### src/rtl/cpu_sequencer_pkg.sv
// Shared types and constants for the multi-cycle phase sequencer.
package cpu_seq_pkg;

   typedef enum logic [2:0] {
      S_IDLE   = 3'd0,
      S_FETCH  = 3'd1,
      S_DECODE = 3'd2,
      S_EXEC   = 3'd3,
      S_MEM    = 3'd4,
      S_WB     = 3'd5,
      S_HALT   = 3'd6,
      S_ERROR  = 3'd7
   } state_e;

   localparam logic [2:0] STACK_NONE = 3'b000;
   localparam logic [2:0] STACK_PUSH = 3'b001;
   localparam logic [2:0] STACK_CALL = 3'b010;
   localparam logic [2:0] STACK_RET  = 3'b011;
   localparam logic [2:0] STACK_POP  = 3'b100;

   localparam int unsigned MEM_TIMEOUT_DEFAULT = 15;

   // Counter must hold the timeout value itself on the expiring cycle.
   function automatic int unsigned tmo_cnt_width(input int unsigned timeout);
      return $clog2(timeout + 1);
   endfunction

endpackage

### src/rtl/cpu_sequencer_mem_wait_timer.sv
// Consecutive not-ready watchdog shared by the FETCH and MEM waits.
module mem_wait_timer #(
   parameter int unsigned TIMEOUT = 15,
   parameter int unsigned CNT_W   = 4
) (
   input  logic clk,
   input  logic rst_n,
   input  logic clear_i,
   input  logic en_i,
   input  logic ready_i,
   output logic expired_o
);

   logic [CNT_W-1:0] cnt_q, cnt_d;

   // Expires on the cycle the count would reach TIMEOUT; a ready in that cycle wins.
   assign expired_o = en_i && !ready_i && (cnt_q == CNT_W'(TIMEOUT - 1));

   always_comb begin
      cnt_d = cnt_q;
      if (clear_i) begin
         cnt_d = '0;
      end else if (en_i && !ready_i) begin
         cnt_d = cnt_q + CNT_W'(1);
      end
   end

   always_ff @(posedge clk or negedge rst_n) begin
      if (!rst_n) begin
         cnt_q <= '0;
      end else begin
         cnt_q <= cnt_d;
      end
   end

endmodule

### src/rtl/cpu_sequencer.sv
// Fetch/decode/execute/memory/writeback phase sequencer with single-step,
// HALT handling, memory-wait watchdog and retired-instruction counter.
module cpu_sequencer
   import cpu_seq_pkg::*;
#(
   parameter int unsigned MEM_TIMEOUT = MEM_TIMEOUT_DEFAULT
) (
   input  logic        clk,
   input  logic        rst,
   input  logic        start,
   input  logic        step_mode,
   input  logic        step,
   input  logic        halt_ins,
   input  logic        mem_r_req,
   input  logic        mem_w_req,
   input  logic        reg_w_req,
   input  logic [2:0]  stack_op,
   input  logic        imem_ready,
   input  logic        dmem_ready,
   output logic        ir_load,
   output logic        alu_en,
   output logic        mem_r,
   output logic        mem_w,
   output logic        reg_w,
   output logic        sp_update,
   output logic        pc_update,
   output logic [2:0]  state,
   output logic        busy,
   output logic        halted,
   output logic        mem_err,
   output logic [31:0] instr_count
);

   localparam int unsigned TMO_W = tmo_cnt_width(MEM_TIMEOUT);

   state_e      state_q, state_d;
   logic [31:0] instr_cnt_q, instr_cnt_d;
   logic        tmr_clear, tmr_en, tmr_ready, tmr_expired;

   mem_wait_timer #(
      .TIMEOUT (MEM_TIMEOUT),
      .CNT_W   (TMO_W)
   ) u_wait_timer (
      .clk       (clk),
      .rst_n     (rst),
      .clear_i   (tmr_clear),
      .en_i      (tmr_en),
      .ready_i   (tmr_ready),
      .expired_o (tmr_expired)
   );

   assign tmr_en    = (state_q == S_FETCH) || (state_q == S_MEM);
   assign tmr_ready = (state_q == S_FETCH) ? imem_ready : dmem_ready;
   assign tmr_clear = (state_d != state_q) && ((state_d == S_FETCH) || (state_d == S_MEM));

   // Next-state and strobe decode; strobes depend only on state_q and live inputs.
   always_comb begin
      state_d   = state_q;
      ir_load   = 1'b0;
      alu_en    = 1'b0;
      mem_r     = 1'b0;
      mem_w     = 1'b0;
      reg_w     = 1'b0;
      sp_update = 1'b0;
      pc_update = 1'b0;
      case (state_q)
         S_IDLE: begin
            if (start || (step_mode && step)) state_d = S_FETCH;
         end
         S_FETCH: begin
            if (imem_ready) begin
               ir_load = 1'b1;
               state_d = S_DECODE;
            end else if (tmr_expired) begin
               state_d = S_ERROR;
            end
         end
         S_DECODE: begin
            state_d = halt_ins ? S_HALT : S_EXEC;
         end
         S_EXEC: begin
            alu_en  = 1'b1;
            state_d = (mem_r_req || mem_w_req || (stack_op != STACK_NONE)) ? S_MEM : S_WB;
         end
         S_MEM: begin
            mem_r = mem_r_req;
            mem_w = mem_w_req;
            if (dmem_ready) begin
               state_d = S_WB;
            end else if (tmr_expired) begin
               state_d = S_ERROR;
            end
         end
         S_WB: begin
            reg_w     = reg_w_req;
            sp_update = (stack_op != STACK_NONE);
            pc_update = 1'b1;
            state_d   = step_mode ? S_IDLE : S_FETCH;
         end
         S_HALT:  state_d = S_HALT;
         S_ERROR: state_d = S_ERROR;
      endcase
   end

   assign instr_cnt_d = instr_cnt_q + ((state_q == S_WB) ? 32'd1 : 32'd0);

   always_ff @(posedge clk or negedge rst) begin
      if (!rst) begin
         state_q     <= S_IDLE;
         instr_cnt_q <= '0;
      end else begin
         state_q     <= state_d;
         instr_cnt_q <= instr_cnt_d;
      end
   end

   assign state       = 3'(state_q);
   assign busy        = (state_q >= S_FETCH) && (state_q <= S_WB);
   assign halted      = (state_q == S_HALT);
   assign mem_err     = (state_q == S_ERROR);
   assign instr_count = instr_cnt_q;

endmodule

### config.mk
export PLATFORM = sky130hd
export DESIGN_NAME = cpu_sequencer
export DESIGN_NICKNAME = d
export VERILOG_FILES = /design/src/rtl/cpu_sequencer_pkg.sv /design/src/rtl/cpu_sequencer_mem_wait_timer.sv /design/src/rtl/cpu_sequencer.sv
export SDC_FILE = /design/constraint.sdc
export NUM_CORES = 1
export LEC_CHECK = 0
export CAP_MARGIN = 20
export CORE_ASPECT_RATIO = 0.75
export CORE_UTILIZATION = 49
export CTS_BUF_LIST = sky130_fd_sc_hd__clkbuf_8
export CTS_CLUSTER_SIZE = 28
export DETAILED_ROUTE_END_ITERATION = 8
export PLACE_DENSITY = 0.9
export SYNTH_ARGS = -nofsm -noshare
export SYNTH_HDL_FRONTEND = slang
export SYNTH_HIERARCHICAL = 1
export SYNTH_SLANG_ARGS = --single-unit
### constraint.sdc
create_clock -name clk -period 4.4 [get_ports clk]
set_clock_uncertainty 0.2 [all_clocks]
set_input_delay 1.32 -clock clk [delete_from_list [all_inputs] [get_ports clk]]
set_output_delay 1.32 -clock clk [all_outputs]
set_load 0.02 [all_outputs]
==> tab_implementation.tex, run 1 <==
\begin{tabular}{lr}
\hline
Metric & Value \\
\hline
\multicolumn{2}{l}{\textbf{Finish}} \\
Net count reported at finish & 268 \\
Proportion of layout cells with a drive suffix above 1 & 6.37\% \\
Fill cell count & 285 \\
Synth-to-Final Area Change & 37.0\% \\
Ant diodes & 0 \\
\multicolumn{2}{l}{\textbf{Synth}} \\
Main combinational cell family by area after synthesis & simple AND/OR/NAND/NOR gates \\
Compound-cell area share of the yosys netlist & 5.14\% \\
Number of distinct library cell variants in the gate-level netlist after synthesis & 41 \\
Post-synthesis mux area share & 1.07\% \\
Synthesized flop and latch total & 39 \\
Number of flops mapped to enable cells by yosys & 0 \\
Fraction of the mapped netlist area in simple logic gates & 25.5\% \\
Area share of xor/xnor cells in the synthesized design & 14.0\% \\
Number of cells produced by synthesis & 190 \\
Yosys Warn Count & 6 \\
Arithmetic-cell share of the synthesized area counting full adders, half adders and majority gates & 2.51\% \\
Mean cell area of the mapped netlist & 10.5 um2 \\
Commonest register cell after synthesis & sky130\_fd\_sc\_hd\_\_dfrtp\_1 \\
Library cell occupying the most area in the post-synthesis netlist & sky130\_fd\_sc\_hd\_\_dfrtp\_1 \\
Post-Synthesis Net Count & 208 \\
Share of the synthesized area in the top cell type & 48.9\% \\
Leading post-synthesis cells by cell area & sky130\_fd\_sc\_hd\_\_dfrtp\_1 (49\%), sky130\_fd\_sc\_hd\_\_xnor2\_1 (11\%), sky130\_fd\_sc\_hd\_\_nand3\_1 (3.3\%), sky130\_fd\_sc\_hd\_\_xor2\_1 (3.1\%), sky130\_fd\_sc\_hd\_\_nand4\_1 (2.8\%) \\
Sequential fraction of the synthesis area & 48.9\% \\
Syn Std Cell Area & 2000 um2 \\
Post-synthesis async set-or-reset flop share & 100\% \\
\multicolumn{2}{l}{\textbf{Setup path}} \\
Worst R2R End & u\_wait\_timer/cnt\_q[3] \\
Reg2reg setup slack & 0.78 ns \\
Launch instance of the worst register-to-register path & state[2] \\
Critical path start-end classification & in2reg \\
Worst-case reg-to-reg path depth & 12 \\
CP Data Arrival Time & 4.20 ns \\
Critical path capture point type & register \\
Category of the worst setup path launch point & input port \\
Required @ worst endpoint & 4.37 ns \\
Max Fanout on Critical Path & 5 \\
\multicolumn{2}{l}{\textbf{Floorplan}} \\
Die area & 4330 um2 \\
Chip width & 75.7 um \\
Initial Util & 52.8\% \\
Standard cell core area & 3780 um2 \\
Die extent in y & 57.3 um \\
Row cnt & 19 \\
Number of ports placed on the die boundary & 59 \\
\multicolumn{2}{l}{\textbf{CTS}} \\
TritonCTS clock tree & built \\
Number of sinks handled by clock tree synthesis & 39 \\
Clock Tree Buf Depth & 2 \\
Number of buffers inserted by hold repair at cts & 0 \\
H-tree depth & 2 \\
Clock Latency Late Sink & 0.29 ns \\
TritonCTS buffer count & 5 \\
Post-CTS Repair Setup Buffers & 0 \\
Clk slew on worst S/H paths & 0.08 ns \\
Cell chosen for the clock root & sky130\_fd\_sc\_hd\_\_clkbuf\_8 \\
\multicolumn{2}{l}{\textbf{Worst hold path}} \\
Min-Delay Path Class & reg2reg \\
Start point of the worst hold path & instr\_count[31] \\
Endpoint of the worst hold-timing path & instr\_count[31] \\
Instance count along the most critical hold path & 1 \\
\multicolumn{2}{l}{\textbf{Routing}} \\
DR DRC count & 0 \\
Number of iterations in the first detailed-routing pass & 4 \\
Number of violations reported at the end of detailed-routing iteration 0 & 93 \\
Via density per instance & 5.36 \\
Routed Wire Length & 4.42 mm \\
Count of vias placed by the detailed router & 1623 \\
Post-detailed-route wirelength per cell & 14.6 um \\
DRT antenna net count & 0 \\
\multicolumn{2}{l}{\textbf{Outcome}} \\
Outcome & completed \\
\multicolumn{2}{l}{\textbf{STA}} \\
Highest Clock Rate & 237 MHz \\
Final Critical Period & 4.22 ns \\
Final slew viol count & 0 \\
Worst slew slack as a fraction of its limit & 27.1\% \\
Setup slack after layout & 0.177 ns \\
Number of endpoints with negative hold slack in the final report & 0 \\
Final setup vio count & 0 \\
Total negative slack for setup checks & 0 ns \\
Period utilisation layout & 96.0\% \\
Worst-margin pin slew & 1.08 ns \\
RSZ-0062 raised after global routing & false \\
\multicolumn{2}{l}{\textbf{Placed design}} \\
Count of buffers inserted at the top-level ports & 58 \\
DPL Wire Length & 3.25 mm \\
Dpl ws & 0.0308 ns \\
Weighted congestion at the end of routability-driven global placement & 0.830 \\
\multicolumn{2}{l}{\textbf{GRT}} \\
Wire length of the first global-routing pass & 7.27 mm \\
Number of global-route vias before repair & 1540 \\
Maximum number of pins on one net before global-route repair & 40 \\
GR Util All Layers & 22.8\% \\
Initial antenna violation count & 0 \\
Total congestion overflow & 0 \\
\multicolumn{2}{l}{\textbf{Job}} \\
Max-cap violation count & 0 \\
\multicolumn{2}{l}{\textbf{Pwr}} \\
Maximum vdd ir drop & 179 uV \\
Leakage power total & 1.23 nW \\
Power density over the cells & 251 nW/um2 \\
\hline
\end{tabular}
[layer usage]
metal / up-vias / GRT usage (%) / routed length (um)
met5: - / 0 / 0
met1: 793 / 30.4 / 2040
met2: 40 / 36.4 / 2160
met4: 0 / 8.20 / 70
met3: 9 / 5.65 / 145
li1: 781 / - / -
[what timing repair did]
| item | in CTS | in global routing |
|---|---|---|
| endpoints found under the hold margin | 0 | 0 |
| resized for setup | 0 | 1 |
| endpoints found under the setup margin | 0 | 1 |
[placed cells by master, fill, tap and decap left out, types with 3 or more instances in the layout]
| master | n |
|---|---|
| sky130_fd_sc_hd__and2_1 | 5 |
| sky130_fd_sc_hd__nor3_1 | 5 |
| sky130_fd_sc_hd__xor2_1 | 7 |
| sky130_fd_sc_hd__nand4_1 | 9 |
| sky130_fd_sc_hd__dfrtp_1 | 39 |
| sky130_fd_sc_hd__ha_1 | 4 |
| sky130_fd_sc_hd__xnor2_1 | 25 |
| sky130_fd_sc_hd__nand3_1 | 13 |
| sky130_fd_sc_hd__and3_1 | 8 |
| sky130_fd_sc_hd__nand2_1 | 13 |
| sky130_fd_sc_hd__clkdlybuf4s50_1 | 56 |
| sky130_fd_sc_hd__a21oi_1 | 4 |
| sky130_fd_sc_hd__nand3b_1 | 3 |
| sky130_fd_sc_hd__nor2_1 | 11 |
| sky130_fd_sc_hd__nand4b_1 | 3 |
| sky130_fd_sc_hd__clkbuf_8 | 6 |
| sky130_fd_sc_hd__inv_1 | 8 |
[critical path, cell delays in order]
cell                              delay (ns)
sky130_fd_sc_hd__clkdlybuf4s50_1        0.45
sky130_fd_sc_hd__and2_1                 0.17
sky130_fd_sc_hd__o21bai_1               0.20
sky130_fd_sc_hd__nor2b_4                0.18
sky130_fd_sc_hd__and4_2                 0.27
sky130_fd_sc_hd__nor3_1                 0.07
sky130_fd_sc_hd__a2111oi_0              0.71
sky130_fd_sc_hd__o2111a_1               0.29
sky130_fd_sc_hd__a211o_1                0.18
sky130_fd_sc_hd__nor2b_1                0.06
sky130_fd_sc_hd__mux2_1                 0.29
[state kept, by name (all words and copies together), names as in the netlist]
name,cells
state,3
instr_count,32
u_wait_timer/cnt_q,4
[cells by family after synthesis]
family	count (synthesis)
buffers and inverters	14
XOR/XNOR	32
flip-flops	39
AO/OA/AOI/OAI	15
multiplexers	2
AND/OR/NAND/NOR	84
adder cells (fa/ha/maj)	4
[stage by stage]
| stage | area [um2] | util, % | cells | total power, mW | hold WS, ns |
|---|---|---|---|---|---|
| after floorplan | 2000 | - | 190 | 0.368 | 0.319 |
| after global placement | 2610 | 69.0 | 294 | 0.386 | 0.260 |
| after detailed placement | 2610 | 69.0 | 294 | 0.387 | 0.276 |
| after CTS | 2730 | 72.1 | 302 | 0.692 | 0.287 |
| after global routing | 2730 | 72.3 | 303 | 0.713 | 0.314 |
| final | 2730 | 72.3 | 303 | 0.686 | 0.278 |
[cells in the mapped netlist (2+ instances only)]
cell type and number:
sky130_fd_sc_hd__dfrtp_1 39, sky130_fd_sc_hd__xnor2_1 25, sky130_fd_sc_hd__nand2_1 13, sky130_fd_sc_hd__nand3_1 13, sky130_fd_sc_hd__nor2_1 11, sky130_fd_sc_hd__nand4_1 9
sky130_fd_sc_hd__and3_1 8, sky130_fd_sc_hd__inv_1 8, sky130_fd_sc_hd__xor2_1 7, sky130_fd_sc_hd__and2_1 5, sky130_fd_sc_hd__nor3_1 5, sky130_fd_sc_hd__a21oi_1 4
sky130_fd_sc_hd__clkbuf_1 4, sky130_fd_sc_hd__ha_1 4, sky130_fd_sc_hd__nand3b_1 3, sky130_fd_sc_hd__nand4b_1 3, sky130_fd_sc_hd__and4_1 2, sky130_fd_sc_hd__nand2b_1 2
sky130_fd_sc_hd__nor2b_1 2, sky130_fd_sc_hd__o21ai_0 2
[area by class of cell]
| cell class | instances | area (um2) | share of cell area (%) |
|---|---|---|---|
| multi-input cells | 137 | 962 | 35.2 |
| flip-flops and latches | 39 | 976 | 35.7 |
| repair buffers | 59 | 583 | 21.3 |
| inverters | 8 | 30.0 | 1.10 |
| clock buffers | 6 | 82.6 | 3.02 |
| well taps | 52 | 65.1 | 2.38 |
| clock inverters | 2 | 35.0 | 1.28 |
[power breakdown]
| part | total (mW) | internal [mW] | switching, mW |
|---|---|---|---|
| sequential | 0.358 | 0.358 | 0 |
| clock | 0.306 | 0.183 | 0.123 |
| combinational | 0.0211 | 0.0107 | 0.0103 |
[worst max-delay path by stage]
stage	from	end	slack, ns	depth (start not counted)
6_report	imem_ready	u_wait_timer/cnt_q[3]	0.18	11
5_1_grt	imem_ready	u_wait_timer/cnt_q[3]	0.04	11
4_1_cts	stack_op[1]	sp_update	0.03	4
3_5_place_dp	imem_ready	u_wait_timer/cnt_q[3]	0.03	11
3_3_place_gp	stack_op[1]	sp_update	0.08	4
2_1_floorplan	imem_ready	u_wait_timer/cnt_q[3]	0.67	10
Power figures use the tool's default switching activity.
==> run 2: changes to the inputs <==
==> constraint.sdc (replaced) <==
create_clock -name clk -period 4.25 [get_ports clk]
set_clock_uncertainty 0.2 [all_clocks]
set_input_delay 1.275 -clock clk [delete_from_list [all_inputs] [get_ports clk]]
set_output_delay 1.275 -clock clk [all_outputs]
set_load 0.02 [all_outputs]
==> run 2 against run 1 <==
Critical path depth decreased by 7. Utilization decreased by 0.43 points. Total power decreased by 6.8%. Critical endpoint is now sp_update. Highest routed layer unchanged.
==> tab_implementation.tex, run 2 (synthesized netlist as in run 1, its figures left out) <==
\begin{tabular}{lr}
\hline
Metric & Value \\
\hline
\multicolumn{2}{l}{\textbf{Finish}} \\
Ant diodes & 0 \\
Synth-to-Final Area Change & 36.2\% \\
Post-route cell area & 2720 um2 \\
Commonest cells after routing, fill and taps aside & sky130\_fd\_sc\_hd\_\_clkdlybuf4s50\_1 (56), sky130\_fd\_sc\_hd\_\_dfrtp\_1 (39), sky130\_fd\_sc\_hd\_\_xnor2\_1 (25) \\
Most common library cell in the layout ignoring fill and taps & sky130\_fd\_sc\_hd\_\_clkdlybuf4s50\_1 \\
Net count reported at finish & 270 \\
Proportion of layout cells with a drive suffix above 1 & 6.75\% \\
Fill cell count & 275 \\
Number of flip-flops under the largest register name & 32 \\
\multicolumn{2}{l}{\textbf{Setup path}} \\
CP Data Arrival Time & 2.58 ns \\
Category of the worst setup path launch point & input port \\
Critical Path Source & stack\_op[1] \\
Critical path's largest stage delay & 0.41 ns \\
CP Depth & 4 \\
Critical path start-end classification & in2out \\
CP delay by family, top & buffers and inverters \\
Buffering stage count on the worst path with inverters included & 2 \\
Reg2reg setup slack & 0.84 ns \\
Worst R2R End & u\_wait\_timer/cnt\_q[3] \\
Cells along the critical path & clkdlybuf4s50\_1, or3\_1, and3\_1, dlygate4sd2\_1 \\
Max Fanout on Critical Path & 2 \\
Launch instance of the worst register-to-register path & state[2] \\
Critical path destination & sp\_update \\
Critical path capture point type & output port \\
Worst-case reg-to-reg path depth & 12 \\
Required @ worst endpoint & 2.77 ns \\
Cell with the largest stage delay on the worst path & sky130\_fd\_sc\_hd\_\_or3\_1 \\
\multicolumn{2}{l}{\textbf{Routing}} \\
Via density per instance & 5.38 \\
Post-detailed-route wirelength per cell & 14.1 um \\
Count of vias placed by the detailed router & 1636 \\
Routed Wire Length & 4.29 mm \\
Number of violations reported at the end of detailed-routing iteration 0 & 56 \\
DR DRC count & 0 \\
DRT antenna net count & 0 \\
Number of iterations in the first detailed-routing pass & 4 \\
\multicolumn{2}{l}{\textbf{Outcome}} \\
Outcome & completed \\
\multicolumn{2}{l}{\textbf{STA}} \\
Period utilisation layout & 95.5\% \\
Highest Clock Rate & 246 MHz \\
Final slew viol count & 0 \\
Final worst hold slack & 0.276 ns \\
Worst-margin pin slew & 0.821 ns \\
Worst slew slack as a fraction of its limit & 45.3\% \\
Setup slack after layout & 0.191 ns \\
Number of endpoints with negative hold slack in the final report & 0 \\
Final Critical Period & 4.06 ns \\
RSZ-0062 raised after global routing & false \\
Final setup vio count & 0 \\
\multicolumn{2}{l}{\textbf{Placed design}} \\
Count of buffers inserted at the top-level ports & 58 \\
Area after detailed placement & 2620 um2 \\
Weighted congestion at the end of routability-driven global placement & 0.817 \\
DPL Wire Length & 3.15 mm \\
Dpl ws & -0.0177 ns \\
\multicolumn{2}{l}{\textbf{Pwr}} \\
Clock share of power & 38.6\% \\
Leakage power total & 1.22 nW \\
Internal Pwr Total & 0.509 mW \\
Maximum vdd ir drop & 170 uV \\
Power density over the cells & 235 nW/um2 \\
Part of the power in combinational logic & 3.3\% \\
Sequential share of power & 58.0\% \\
Net Sw Power & 0.130 mW \\
Switching Fraction & 20.3\% \\
\multicolumn{2}{l}{\textbf{Floorplan}} \\
Number of ports placed on the die boundary & 59 \\
Die extent in y & 57.3 um \\
Row cnt & 19 \\
Initial Util & 52.8\% \\
Standard cell core area & 3780 um2 \\
Chip width & 75.7 um \\
Die area & 4330 um2 \\
\multicolumn{2}{l}{\textbf{CTS}} \\
Number of sinks handled by clock tree synthesis & 39 \\
H-tree depth & 2 \\
Clk slew on worst S/H paths & 0.07 ns \\
TritonCTS clock tree & built \\
Clock Tree Buf Depth & 2 \\
Clock Latency Late Sink & 0.28 ns \\
Cell chosen for the clock root & sky130\_fd\_sc\_hd\_\_clkbuf\_8 \\
TritonCTS buffer count & 5 \\
\multicolumn{2}{l}{\textbf{GRT}} \\
Initial antenna violation count & 0 \\
Wire length of the first global-routing pass & 7.18 mm \\
Maximum number of pins on one net before global-route repair & 40 \\
GR Util All Layers & 22.3\% \\
Total congestion overflow & 0 \\
Number of global-route vias before repair & 1557 \\
\multicolumn{2}{l}{\textbf{Job}} \\
Max-cap violation count & 0 \\
\multicolumn{2}{l}{\textbf{Worst hold path}} \\
Start point of the worst hold path & instr\_count[31] \\
Min-Delay Path Class & reg2reg \\
\hline
\end{tabular}
## run 2: cell types whose count changed in the layout (fill, tap and decap cells not counted), sizes merged
| cell | change |
|---|---|
| buf | +1 |
| bufinv | -1 |
| clkbuf | +1 |
| dlygate4sd2 | +1 |
| dlymetal6s2s | -1 |
## run 2: what timing repair did
action | CTS | global route
setup buffers | 0 | 0
hold buffers | 0 | 0
endpoints found under the setup margin | 1 | 0
resized for setup | 1 | 0
## run 2: layer usage
| layer | wire (um) | global-route usage (%) | up-vias |
|---|---|---|---|
| li1 | - | - | 786 |
| met1 | 2030 | 31.0 | 788 |
| met2 | 1970 | 32.1 | 51 |
| met3 | 198 | 6.01 | 11 |
| met4 | 102 | 11.1 | 0 |
| met5 | 0 | 0 | - |
## run 2: worst min-delay path by stage
stage                            end  depth (start not counted)
2_1_floorplan  u_wait_timer/cnt_q[2]                          2
3_3_place_gp         instr_count[31]                          1
3_5_place_dp         instr_count[31]                          1
4_1_cts              instr_count[31]                          1
5_1_grt              instr_count[31]                          1
6_report             instr_count[31]                          1
## run 2: power groups by stage
stage | registers, mW | logic (mW) | clock network [mW]
floorplan | 0.378 | 0.00232 | 0
global placement | 0.378 | 0.0216 | 0
detailed placement | 0.378 | 0.0220 | 0
CTS | 0.371 | 0.0221 | 0.253
global route | 0.371 | 0.0240 | 0.275
finish | 0.371 | 0.0213 | 0.247
## run 2: per-stage QoR
| step | cells | power [mW] | utilization (%) | TNS [ns] |
|---|---|---|---|---|
| 2_1_floorplan | 190 | 0.381 | - | 0 |
| 3_3_place_gp | 296 | 0.400 | 69.4 | 0 |
| 3_5_place_dp | 296 | 0.400 | 69.4 | -0.0186 |
| 4_1_cts | 303 | 0.646 | 71.7 | 0 |
| 5_1_grt | 304 | 0.669 | 71.9 | 0 |
| 6_report | 304 | 0.639 | 71.9 | 0 |
## run 2: cell type report
| cell class | instances | area [um2] | share of cell area [%] |
|---|---|---|---|
| inverter | 8 | 30.0 | 1.10 |
| sequential | 39 | 976 | 35.9 |
| timing repair buffer | 61 | 597 | 22.0 |
| tap | 52 | 65.1 | 2.39 |
| multi-input combinational | 137 | 962 | 35.4 |
| clock buffer | 6 | 82.6 | 3.04 |
| clock inverter | 1 | 5.00 | 0.184 |
